==> src/rtl/ps2_pkg.sv <==
// Shared definitions for the PS/2 host transmitter and its line conditioning:
// FSM state encoding, common keyboard command bytes and 16 MHz timing defaults.
package ps2_pkg;

    typedef enum logic [2:0] {
        IDLE,
        INHIBIT,
        REQ,
        WAIT_FIRST,
        BITS,
        ACK,
        WAIT_IDLE,
        FAIL
    } ps2_state_t;

    // Keyboard command / response bytes
    localparam logic [7:0] CMD_SET_LEDS  = 8'hED;
    localparam logic [7:0] CMD_RESET     = 8'hFF;
    localparam logic [7:0] CMD_TYPEMATIC = 8'hF3;
    localparam logic [7:0] ACK_BYTE      = 8'hFA;

    // Timing defaults for a 16 MHz system clock
    localparam int DEF_INHIBIT_CYCLES = 1920;    // 120 us clock inhibit
    localparam int DEF_FIRST_TIMEOUT  = 240000;  // 15 ms to first device edge
    localparam int DEF_FRAME_TIMEOUT  = 32000;   // 2 ms from first edge to ack
    localparam int DEF_FILTER_CYCLES  = 8;       // clock stability filter depth

    localparam int TIMEOUT_W   = 18;
    localparam int MAX_RETRIES = 2;

    // PS/2 frames carry odd parity: the parity bit makes the total count of ones odd
    function automatic logic odd_parity(input logic [7:0] d);
        return ~^d;
    endfunction

endpackage

==> src/rtl/ps2_line_filter.sv <==
// PS/2 line conditioning: 2-FF synchronizers on clock and data, a stability
// filter on the clock, and a one-cycle strobe on each accepted falling edge.
// Shared with the keyboard receiver path.
module ps2_line_filter #(
    parameter int FILTER_CYCLES = 8
) (
    input  logic clk,
    input  logic rst,
    input  logic line_clk,
    input  logic line_data,
    output logic clk_level,
    output logic data_level,
    output logic fall
);

    localparam int CW = $clog2(FILTER_CYCLES + 1);
    localparam logic [CW-1:0] CNT_LAST = CW'(FILTER_CYCLES - 1);

    logic [1:0]    meta_reg;       // {data, clock} first stage
    logic [1:0]    sync_reg;       // {data, clock} second stage
    logic          clk_filt_reg;
    logic          fall_reg;
    logic [CW-1:0] stable_cnt_reg;

    // Two-stage synchronizer; idle PS/2 lines are high, so reset to 1
    always_ff @(posedge clk) begin
        if (rst) begin
            meta_reg <= 2'b11;
            sync_reg <= 2'b11;
        end else begin
            meta_reg <= {line_data, line_clk};
            sync_reg <= meta_reg;
        end
    end

    // Accept a new clock level only after FILTER_CYCLES consecutive differing samples
    always_ff @(posedge clk) begin
        if (rst) begin
            clk_filt_reg   <= 1'b1;
            stable_cnt_reg <= '0;
            fall_reg       <= 1'b0;
        end else begin
            fall_reg <= 1'b0;
            if (sync_reg[0] == clk_filt_reg) begin
                stable_cnt_reg <= '0;
            end else if (stable_cnt_reg == CNT_LAST) begin
                clk_filt_reg   <= sync_reg[0];
                stable_cnt_reg <= '0;
                // flipping away from 1 means the filtered clock just fell
                fall_reg       <= clk_filt_reg;
            end else begin
                stable_cnt_reg <= stable_cnt_reg + CW'(1);
            end
        end
    end

    assign clk_level  = clk_filt_reg;
    assign data_level = sync_reg[1];
    assign fall       = fall_reg;

endmodule

==> src/rtl/ps2_host_tx.sv <==
// Host-to-device PS/2 transmitter. Inhibits the clock, issues a request-to-send,
// then shifts start/data/parity/stop out on device falling edges and checks the
// device ack. Line outputs are pull-low enables for open-drain drivers.
// Optional automatic resend (up to two retries) when PS2_HOST_TX_RETRY_EN is defined.
module ps2_host_tx
    import ps2_pkg::*;
#(
    parameter int INHIBIT_CYCLES = DEF_INHIBIT_CYCLES,
    parameter int FIRST_TIMEOUT  = DEF_FIRST_TIMEOUT,
    parameter int FRAME_TIMEOUT  = DEF_FRAME_TIMEOUT,
    parameter int FILTER_CYCLES  = DEF_FILTER_CYCLES
) (
    input  logic       clk,
    input  logic       rst,
    input  logic [7:0] tx_data,
    input  logic       tx_valid,
    output logic       tx_ready,
    output logic       tx_done,
    output logic       tx_err,
    output logic       tx_active,
    input  logic       clkps2_in,
    input  logic       dataps2_in,
    output logic       clkps2_oe,
    output logic       dataps2_oe
);

    localparam int INH_W = $clog2(INHIBIT_CYCLES + 1);
    localparam logic [INH_W-1:0]     INH_LAST   = INH_W'(INHIBIT_CYCLES - 1);
    localparam logic [TIMEOUT_W-1:0] FIRST_LAST = TIMEOUT_W'(FIRST_TIMEOUT - 1);
    localparam logic [TIMEOUT_W-1:0] FRAME_LAST = TIMEOUT_W'(FRAME_TIMEOUT - 1);

    logic clk_level, data_level, fall;

    ps2_line_filter #(
        .FILTER_CYCLES(FILTER_CYCLES)
    ) u_filter (
        .clk       (clk),
        .rst       (rst),
        .line_clk  (clkps2_in),
        .line_data (dataps2_in),
        .clk_level (clk_level),
        .data_level(data_level),
        .fall      (fall)
    );

    ps2_state_t           state_reg, state_next;
    logic [INH_W-1:0]     inh_cnt_reg, inh_cnt_next;
    logic [TIMEOUT_W-1:0] to_cnt_reg, to_cnt_next, to_cnt_inc;
    logic [3:0]           bit_cnt_reg, bit_cnt_next;
    logic [7:0]           shift_reg, shift_next;
    logic                 parity_reg, parity_next;
    logic                 data_oe_reg, data_oe_next;
    logic                 ack_reg, ack_next;
`ifdef PS2_HOST_TX_RETRY_EN
    logic [1:0]           retry_reg, retry_next;
`endif

    // State and datapath registers
    always_ff @(posedge clk) begin
        if (rst) begin
            state_reg   <= IDLE;
            inh_cnt_reg <= '0;
            to_cnt_reg  <= '0;
            bit_cnt_reg <= '0;
            shift_reg   <= '0;
            parity_reg  <= 1'b0;
            data_oe_reg <= 1'b0;
            ack_reg     <= 1'b0;
`ifdef PS2_HOST_TX_RETRY_EN
            retry_reg   <= '0;
`endif
        end else begin
            state_reg   <= state_next;
            inh_cnt_reg <= inh_cnt_next;
            to_cnt_reg  <= to_cnt_next;
            bit_cnt_reg <= bit_cnt_next;
            shift_reg   <= shift_next;
            parity_reg  <= parity_next;
            data_oe_reg <= data_oe_next;
            ack_reg     <= ack_next;
`ifdef PS2_HOST_TX_RETRY_EN
            retry_reg   <= retry_next;
`endif
        end
    end

    // Next-state, datapath updates and line/handshake outputs
    always_comb begin
        state_next   = state_reg;
        inh_cnt_next = inh_cnt_reg;
        to_cnt_next  = to_cnt_reg;
        bit_cnt_next = bit_cnt_reg;
        shift_next   = shift_reg;
        parity_next  = parity_reg;
        data_oe_next = data_oe_reg;
        ack_next     = ack_reg;
`ifdef PS2_HOST_TX_RETRY_EN
        retry_next   = retry_reg;
`endif
        tx_ready   = 1'b0;
        tx_done    = 1'b0;
        tx_err     = 1'b0;
        tx_active  = 1'b1;
        clkps2_oe  = 1'b0;
        dataps2_oe = 1'b0;
        // timeout counter saturates rather than wrapping
        to_cnt_inc = (&to_cnt_reg) ? to_cnt_reg : to_cnt_reg + TIMEOUT_W'(1);

        case (state_reg)
            IDLE: begin
                tx_ready  = 1'b1;
                tx_active = 1'b0;
                if (tx_valid) begin
                    shift_next   = tx_data;
                    parity_next  = odd_parity(tx_data);
                    inh_cnt_next = '0;
`ifdef PS2_HOST_TX_RETRY_EN
                    retry_next   = '0;
`endif
                    state_next   = INHIBIT;
                end
            end
            INHIBIT: begin
                clkps2_oe  = 1'b1;
                // data goes low while clock is still held, so the device sees a clean RTS
                dataps2_oe = (inh_cnt_reg == INH_LAST);
                if (inh_cnt_reg == INH_LAST) begin
                    state_next = REQ;
                end else begin
                    inh_cnt_next = inh_cnt_reg + INH_W'(1);
                end
            end
            REQ: begin
                dataps2_oe   = 1'b1;
                data_oe_next = 1'b1;
                bit_cnt_next = '0;
                // the REQ cycle already counts towards the first-edge wait
                to_cnt_next  = TIMEOUT_W'(1);
                state_next   = WAIT_FIRST;
            end
            WAIT_FIRST: begin
                dataps2_oe  = data_oe_reg;
                to_cnt_next = to_cnt_inc;
                if (fall) begin
                    bit_cnt_next = 4'd1;
                    data_oe_next = ~shift_reg[0];
                    to_cnt_next  = TIMEOUT_W'(1);
                    state_next   = BITS;
                end else if (to_cnt_reg >= FIRST_LAST) begin
                    state_next = FAIL;
                end
            end
            BITS: begin
                dataps2_oe  = data_oe_reg;
                to_cnt_next = to_cnt_inc;
                if (fall) begin
                    bit_cnt_next = bit_cnt_reg + 4'd1;
                    if (bit_cnt_reg < 4'd8) begin
                        data_oe_next = ~shift_reg[bit_cnt_reg[2:0]];
                    end else if (bit_cnt_reg == 4'd8) begin
                        data_oe_next = ~parity_reg;
                    end else if (bit_cnt_reg == 4'd9) begin
                        data_oe_next = 1'b0;
                    end else begin
                        // eleventh fall: device should be holding data low
                        ack_next   = data_level;
                        state_next = ACK;
                    end
                end else if (to_cnt_reg >= FRAME_LAST) begin
                    state_next = FAIL;
                end
            end
            ACK: begin
                to_cnt_next = to_cnt_inc;
                state_next  = ack_reg ? FAIL : WAIT_IDLE;
            end
            WAIT_IDLE: begin
                to_cnt_next = to_cnt_inc;
                if (clk_level && data_level) begin
                    tx_done    = 1'b1;
                    state_next = IDLE;
                end else if (to_cnt_reg >= FRAME_LAST) begin
                    state_next = FAIL;
                end
            end
            FAIL: begin
`ifdef PS2_HOST_TX_RETRY_EN
                if (retry_reg < 2'(MAX_RETRIES)) begin
                    retry_next   = retry_reg + 2'd1;
                    inh_cnt_next = '0;
                    state_next   = INHIBIT;
                end else begin
                    tx_err     = 1'b1;
                    state_next = IDLE;
                end
`else
                tx_err     = 1'b1;
                state_next = IDLE;
`endif
            end
            default: begin
                state_next = IDLE;
            end
        endcase
    end

endmodule
==> config.mk <==
export PLATFORM = sky130hd
export DESIGN_NAME = ps2_host_tx
export DESIGN_NICKNAME = d
export VERILOG_FILES = /design/src/rtl/ps2_pkg.sv /design/src/rtl/ps2_line_filter.sv /design/src/rtl/ps2_host_tx.sv
export SDC_FILE = /design/constraint.sdc
export NUM_CORES = 1
export LEC_CHECK = 0
export ABC_AREA = 1
export BUFFER_PORTS_ARGS = -buffer_cell sky130_fd_sc_hd__clkbuf_2
export CORE_MARGIN = 5
export CORE_UTILIZATION = 40
export DETAILED_ROUTE_END_ITERATION = 10
export HOLD_SLACK_MARGIN = 0.02
export PLACE_DENSITY = 0.55
export SLEW_MARGIN = 40
export SYNTH_ARGS = -nofsm -noshare
export SYNTH_HDL_FRONTEND = slang
export SYNTH_HIERARCHICAL = 1
export SYNTH_SLANG_ARGS = --single-unit
==> constraint.sdc <==
create_clock -name clk -period 2.6 [get_ports clk]
set_clock_uncertainty 0.2 [all_clocks]
set_input_delay 0.52 -clock clk [delete_from_list [all_inputs] [get_ports clk]]
set_output_delay 0.52 -clock clk [all_outputs]
set_load 0.01 [all_outputs]
Yosys cells after proc, flatten, opt, wreduce, memory -nomap -nowiden --
Index checks and enable logic that the tools add are counted.
Operators by class: order comparisons 4, muxes and demuxes 36, bitwise logic cells 8, add/subtract/negate cells 4, reduce and logical (&&, ||, !) cells 18, equal/unequal tests 22
Operators by type and width (count):
- 18-bit case mux with 3 select lines | 1
- 18-bit two-way mux | 2
- 3-bit two-way mux | 10
- 3-bit case mux with 8 select lines | 1
- 11-bit two-way mux | 2
- 11-bit case mux with 2 select lines | 1
- 18-bit by 1-bit adder with 18-bit output (second input constant) | 1
- 18-bit by 15-bit >= comparator with 1-bit output (second input constant) | 1
- 18-bit >= comparator (second input constant) | 1
- 18-bit AND reduction | 1
- 1-bit two-way mux | 13
- 3-bit == test (second input constant) | 4
- 4-bit case mux with 3 select lines | 1
- 11-bit by 1-bit adder with 11-bit output (second input constant) | 1
- 11-bit == test (second input constant) | 1
- 3-bit inequality test (second input constant) | 3
- 3-bit OR reduction | 3
- 4-bit by 1-bit adder with 4-bit output (second input constant) | 2
- 4-bit == test (second input constant) | 2
- 4-bit two-way mux | 2
- 1-bit inverter | 8
- 8-bit XNOR reduction | 1
- 3-bit by 2-bit == test with 1-bit output (second input constant) | 2
- 2-bit inequality test (second input constant) | 3
- 20 further kinds | 25
Storage, ports and cells: word-level logic and storage cells 105, input bits 13, bits in registers 57, output and inout bits 6

Longest topological paths before layout --
depth in word-level cells 6, mapped depth 13

By module --
The synthesis kept the hierarchy.
By module, submodules not included:
- ps2_host_tx | cells an instance 494, sequential area each 940.9 µm², area each 3055.4 µm², instances 1
- ps2_line_filter | cells an instance 35, sequential area each 200.2 µm², area each 340.3 µm², instances 1

Worst setup path after synthesis --
OpenSTA, ideal clock, no wires.
path type reg2reg, start register bit_cnt_reg[0], end register state_reg[2], path slack 0.671 ns, arrival time 1.617 ns, library setup time 0.112 ns, cell stages (with the launch flop) 12, path buffers 1, clock period less this slack 1.929 ns, cell sequence dfxtp_1 clkbuf_1 inv_1 ha_1 a21oi_1 nand2_1 nand3_1 nand2_1 nor2_1 nand2_1 nor2_1 nor2_1
Between the ends: longest elaborated chain between the ends 3, elaborated cells on any way between the ends 7, classes of those cells 1 x order compare; 5 x eq/ne; 1 x reduce/logical
RTL lines:
- from (decl) | RTL line ps2_host_tx.sv:49 | logic [3:0] bit_cnt_reg, bit_cnt_next;
- from (signal assigned) | RTL line ps2_host_tx.sv:76 | bit_cnt_reg <= bit_cnt_next;
- 4-bit less-than comparator (tied with other cells) | RTL line ps2_host_tx.sv:158 | if (bit_cnt_reg < 4'd8) begin
- 3-bit inequality test (no line)
- 6-bit AND reduction (no line) (*)
- to (signal assigned) | RTL line ps2_host_tx.sv:73 | state_reg <= state_next;
- to (decl) | RTL line ps2_host_tx.sv:46 | ps2_state_t state_reg, state_next;
Every way passes the cells marked *; elsewhere a longest branch is shown, timed or not. A chain may end at the register's enable or synchronous reset.

Worst setup path in the final report --
start register state_reg[2], end output port dataps2_oe
Between the ends: longest elaborated chain between the ends 3, elaborated cells on any way between the ends 6, classes of those cells 4 x eq/ne; 1 x mux; 1 x reduce/logical
RTL lines:
- 3-bit == test / 3-bit by 2-bit == test with 1-bit output (equally long branches) | RTL line ps2_host_tx.sv:109 | case (state_reg)
- 2-bit OR reduction (no line)
- 1-bit case mux with 3 select lines (*) | RTL line ps2_host_tx.sv:109
- to (decl) | RTL line ps2_host_tx.sv:24 | output logic dataps2_oe
Marks and branches as above.

==> metrics list <==
* Startpoint of the worst-slack reg-to-reg timing path: to_cnt_reg[0]
* Maximum buffer depth of the clock tree: 2
* Final estimated routing congestion in global placement: 0.900
* Commonest non-fill, non-tap cells in the layout: 128 x sky130_fd_sc_hd__nand2_1, 69 x sky130_fd_sc_hd__inv_1, 64 x sky130_fd_sc_hd__nor2_1
- After routing, the total negative slack on setup checks comes to 0 ns.
- For this run, the share of the core covered by cells in the final layout is 0.460.
- H-tree level count: 3
- Max reg flops: 18
* Highest clock frequency the design can meet: 418 MHz
- By instance count, the cell type seen most on the critical path is sky130_fd_sc_hd__nand2_1.
- STA puts the critical path data required time at 1.88 ns.
- Type of the worst setup path: register to primary output
* Number of synthesis warnings: 6
- Number of placed cells counting well taps: 646
- Entering global routing, the biggest net connects 20 pins.
- Worst-path maximum fanout: 8
- Launch instance of the worst min-delay path: dataps2_in
- Max-cap check violation count: 0
* # diodes: 0
- P per Cell Area: 807 nW/um^2
- In this run the critical register-to-register path is captured at to_cnt_reg[13].
- Wire length of the first global-routing pass: 13.9 mm
- Final-stage net count: 571
* Post-synthesis cell type count: 32
- Family with the most delay on the worst path: flip-flops
- Normalized max-slew margin: 0.709
* Number of buffers added for setup after CTS: 0
* Main synth FF type: sky130_fd_sc_hd__dfxtp_1
- The analysis attributes to cell leakage a power of 1.66 nW.
- Setup repair after global routing left no endpoint under its margin.
- The number of slew-limit violations in the final report came to 0.
- Counting flops with a built-in enable in the synthesized netlist gives 0.
- Post-synthesis sequential element count: 57
* Total routing resource utilization after global routing: 0.168
* Number of instances in the synthesized netlist: 529
- Placed wire-length estimate after detailed placement: 6.20 mm
- sky130_fd_sc_hd__dfxtp_1 takes more of the synthesized area than any other cell.
- Final critical-path share of the clock period: 0.920
* End point of the most critical hold path: u_filter/meta_reg[1]
- Among all stages on the critical path, the largest delay is contributed by sky130_fd_sc_hd__dfxtp_1.
- Congestion Overflow GR: 0
- Counting both buffers and inverters, the worst setup path holds a total of 2.
- Each instance of the synthesized netlist takes up on average 6.42 sq um.
- Worst hold path type: input pin to register
- Data arrives at the worst endpoint at 1.67 ns.
* Number of non-filler instances in the completed layout: 661
* Nature of the critical path startpoint: register
* Most common library cell in the layout ignoring fill and taps: sky130_fd_sc_hd__nand2_1
- Slack of the worst reg-to-reg path: 0.47 ns
- Quantity of I/O buffers inserted on ports: 18
- The floorplan step defined a die boundary enclosing 10400 sq um.
- After synthesis, the cell types taking the most area are sky130_fd_sc_hd__dfxtp_1 34%, sky130_fd_sc_hd__nand2_1 14%, sky130_fd_sc_hd__inv_1 7.6%, sky130_fd_sc_hd__nor2_1 7.1%, sky130_fd_sc_hd__nand3_1 6.8%.
- Ordered cell list for the critical path: nand2_1, nand2_1, inv_2, o211ai_1, clkbuf_2
- Summed over all layers, the routed wires come to 8.09 mm.
* Vias in the first global route: 2923
- The initial antenna violation count is 0.
- In this run the core area contains 33 standard-cell rows.
- The final-report hold violation count came to 0.
- The detailed router finished its first iteration with 196 violations.
* DR DRC count: 0
- On the worst path, the slowest cell contributes a delay of 0.53 ns.
- At the pin with the least slew margin, the transition time is 0.432 ns.
- The flow ran to the end, and the final reports show no timing, DRC or antenna violations.
- Clock latency on the worst-skew pair, taken at its later pin, is 0.33 ns.
- Of the synthesized area, sequential elements account for 0.336.
- Buffers inserted during clock tree synthesis total 9.
- Measured in cells, the most critical reg-to-reg path has a length of 10.
- Area occupied by multi-input gates: 1910 sq um
- CTS tree: yes
- Effective utilization at floorplan: 0.411
- Post-detailed-route count of antenna-violating nets: 0
- Timing analysis after detailed placement gives a worst setup slack of 0.399 ns.
- Drt pass-1 iters: 5
* Die height: 102 um
* FF/Latch Area: 1140 sq um
- Clock Sinks: 57
- Fraction of registers with async set or reset after synthesis: 0
* Placeable Area: 8260 sq um
- Clock period minus final worst setup slack: 2.39 ns
- The number of nets handed over by synthesis was 548.
* Hold depth: 2
- In the final layout, the share of cells above drive strength 1 is 0.140.
* Vias per cell: 4.90
- Final routed wire length divided by cell count: 12.2 um
- Fraction of post-synthesis cell area in the top cell type by area: 0.336
- Clock slew at reported path FFs: 0.07 ns
- Cell area after technology mapping: 3400 sq um
* Setup violation total in the final timing report: 0
* Filler instances: 881
* Maximum VDD drop: 0.000356 V
- The floorplan step set the die width to 102 um.
- Relative to the synthesized area, the layout overhead comes to 11.8%.
- Setup slack closes at 0.209 ns.
* Via count: 3241
- Buffer type at the clock tree root: sky130_fd_sc_hd__clkbuf_8
- Count of boundary I/O pins: 19
* Worst setup EP type: primary output
-- cells by family after synthesis --
group,count (synthesis),share of synthesized area
AND/OR/NAND/NOR,301,0.409
AO/OA/AOI/OAI,66,0.105
XOR/XNOR,9,0.0232
buffers and inverters,90,0.104
flip-flops,57,0.336
adder cells (fa/ha/maj),6,0.0221
-- synth_stat cells, drive strengths merged (2+ instances only) --
cell / instances
a211oi: 2
a21oi: 32
buf: 3
clkbuf: 5
dfxtp: 57
ha: 6
inv: 82
nand2: 137
nand3: 53
nand3b: 3
nand4: 17
nor2: 70
nor3: 13
o211ai: 5
o21ai: 24
or2: 7
xnor2: 6
xor2: 3
-- where the power goes --
group / switching, mW / total (mW) / internal, mW / leakage (nW)
combinational: 0.807 / 1.15 / 0.347 / 1.10
clock: 0.352 / 0.843 / 0.491 / 0.0957
sequential: 0.0909 / 1.07 / 0.977 / 0.464
total: 1.25 / 3.06 / 1.81 / 1.66
-- through the flow --
stage	total power, mW	hold slack [ns]	cell area (sq um)
after floorplan	1.96	0.189	3400
after global placement	2.24	0.194	3590
after detailed placement	2.25	0.199	3590
after CTS	3.10	0.148	3780
after global routing	3.31	0.162	3800
final	3.06	0.170	3800
-- what timing repair did --
action	CTS	global route
resized for setup	0	3
hold buffers	0	0
endpoints found under the setup margin	0	1
-- routing by layer --
metal	global-route usage	wire, um	vias to the layer above
met4	0.0454	90	0
met3	0.0410	281	7
met1	0.237	4160	1450
li1	-	-	1738
met2	0.255	3560	46
met5	0	0	-
-- worst max-delay path by stage --
stage | end | cells past startpoint | from | slack [ns]
after floorplan | dataps2_oe | 5 | inh_cnt_reg[0] | 0.67
after global placement | dataps2_oe | 6 | inh_cnt_reg[0] | 0.46
after detailed placement | dataps2_oe | 6 | inh_cnt_reg[0] | 0.40
after CTS | dataps2_oe | 6 | inh_cnt_reg[0] | 0.02
after global routing | dataps2_oe | 5 | state_reg[2] | 0.03
final | dataps2_oe | 5 | state_reg[2] | 0.21
-- worst register-to-register path: cells and delay by family, from the launching register on --
| kind | cells | cell delay [ns] |
|---|---|---|
| AO/OA/AOI/OAI | 1 | 0.11 |
| adder cells (fa/ha/maj) | 1 | 0.24 |
| buffers and inverters | 1 | 0.03 |
| flip-flops | 1 | 0.37 |
| AND/OR/NAND/NOR | 7 | 1.07 |
-- cell type report --
class	instances	area share
repair buffers	20	0.0277
clock inverters	2	0.00989
inverters	82	0.0811
clock buffers	13	0.0419
multi-input cells	382	0.504
well taps	105	0.0346
flip-flops and latches	57	0.301
Note: power is estimated with default switching activity, not from simulation.
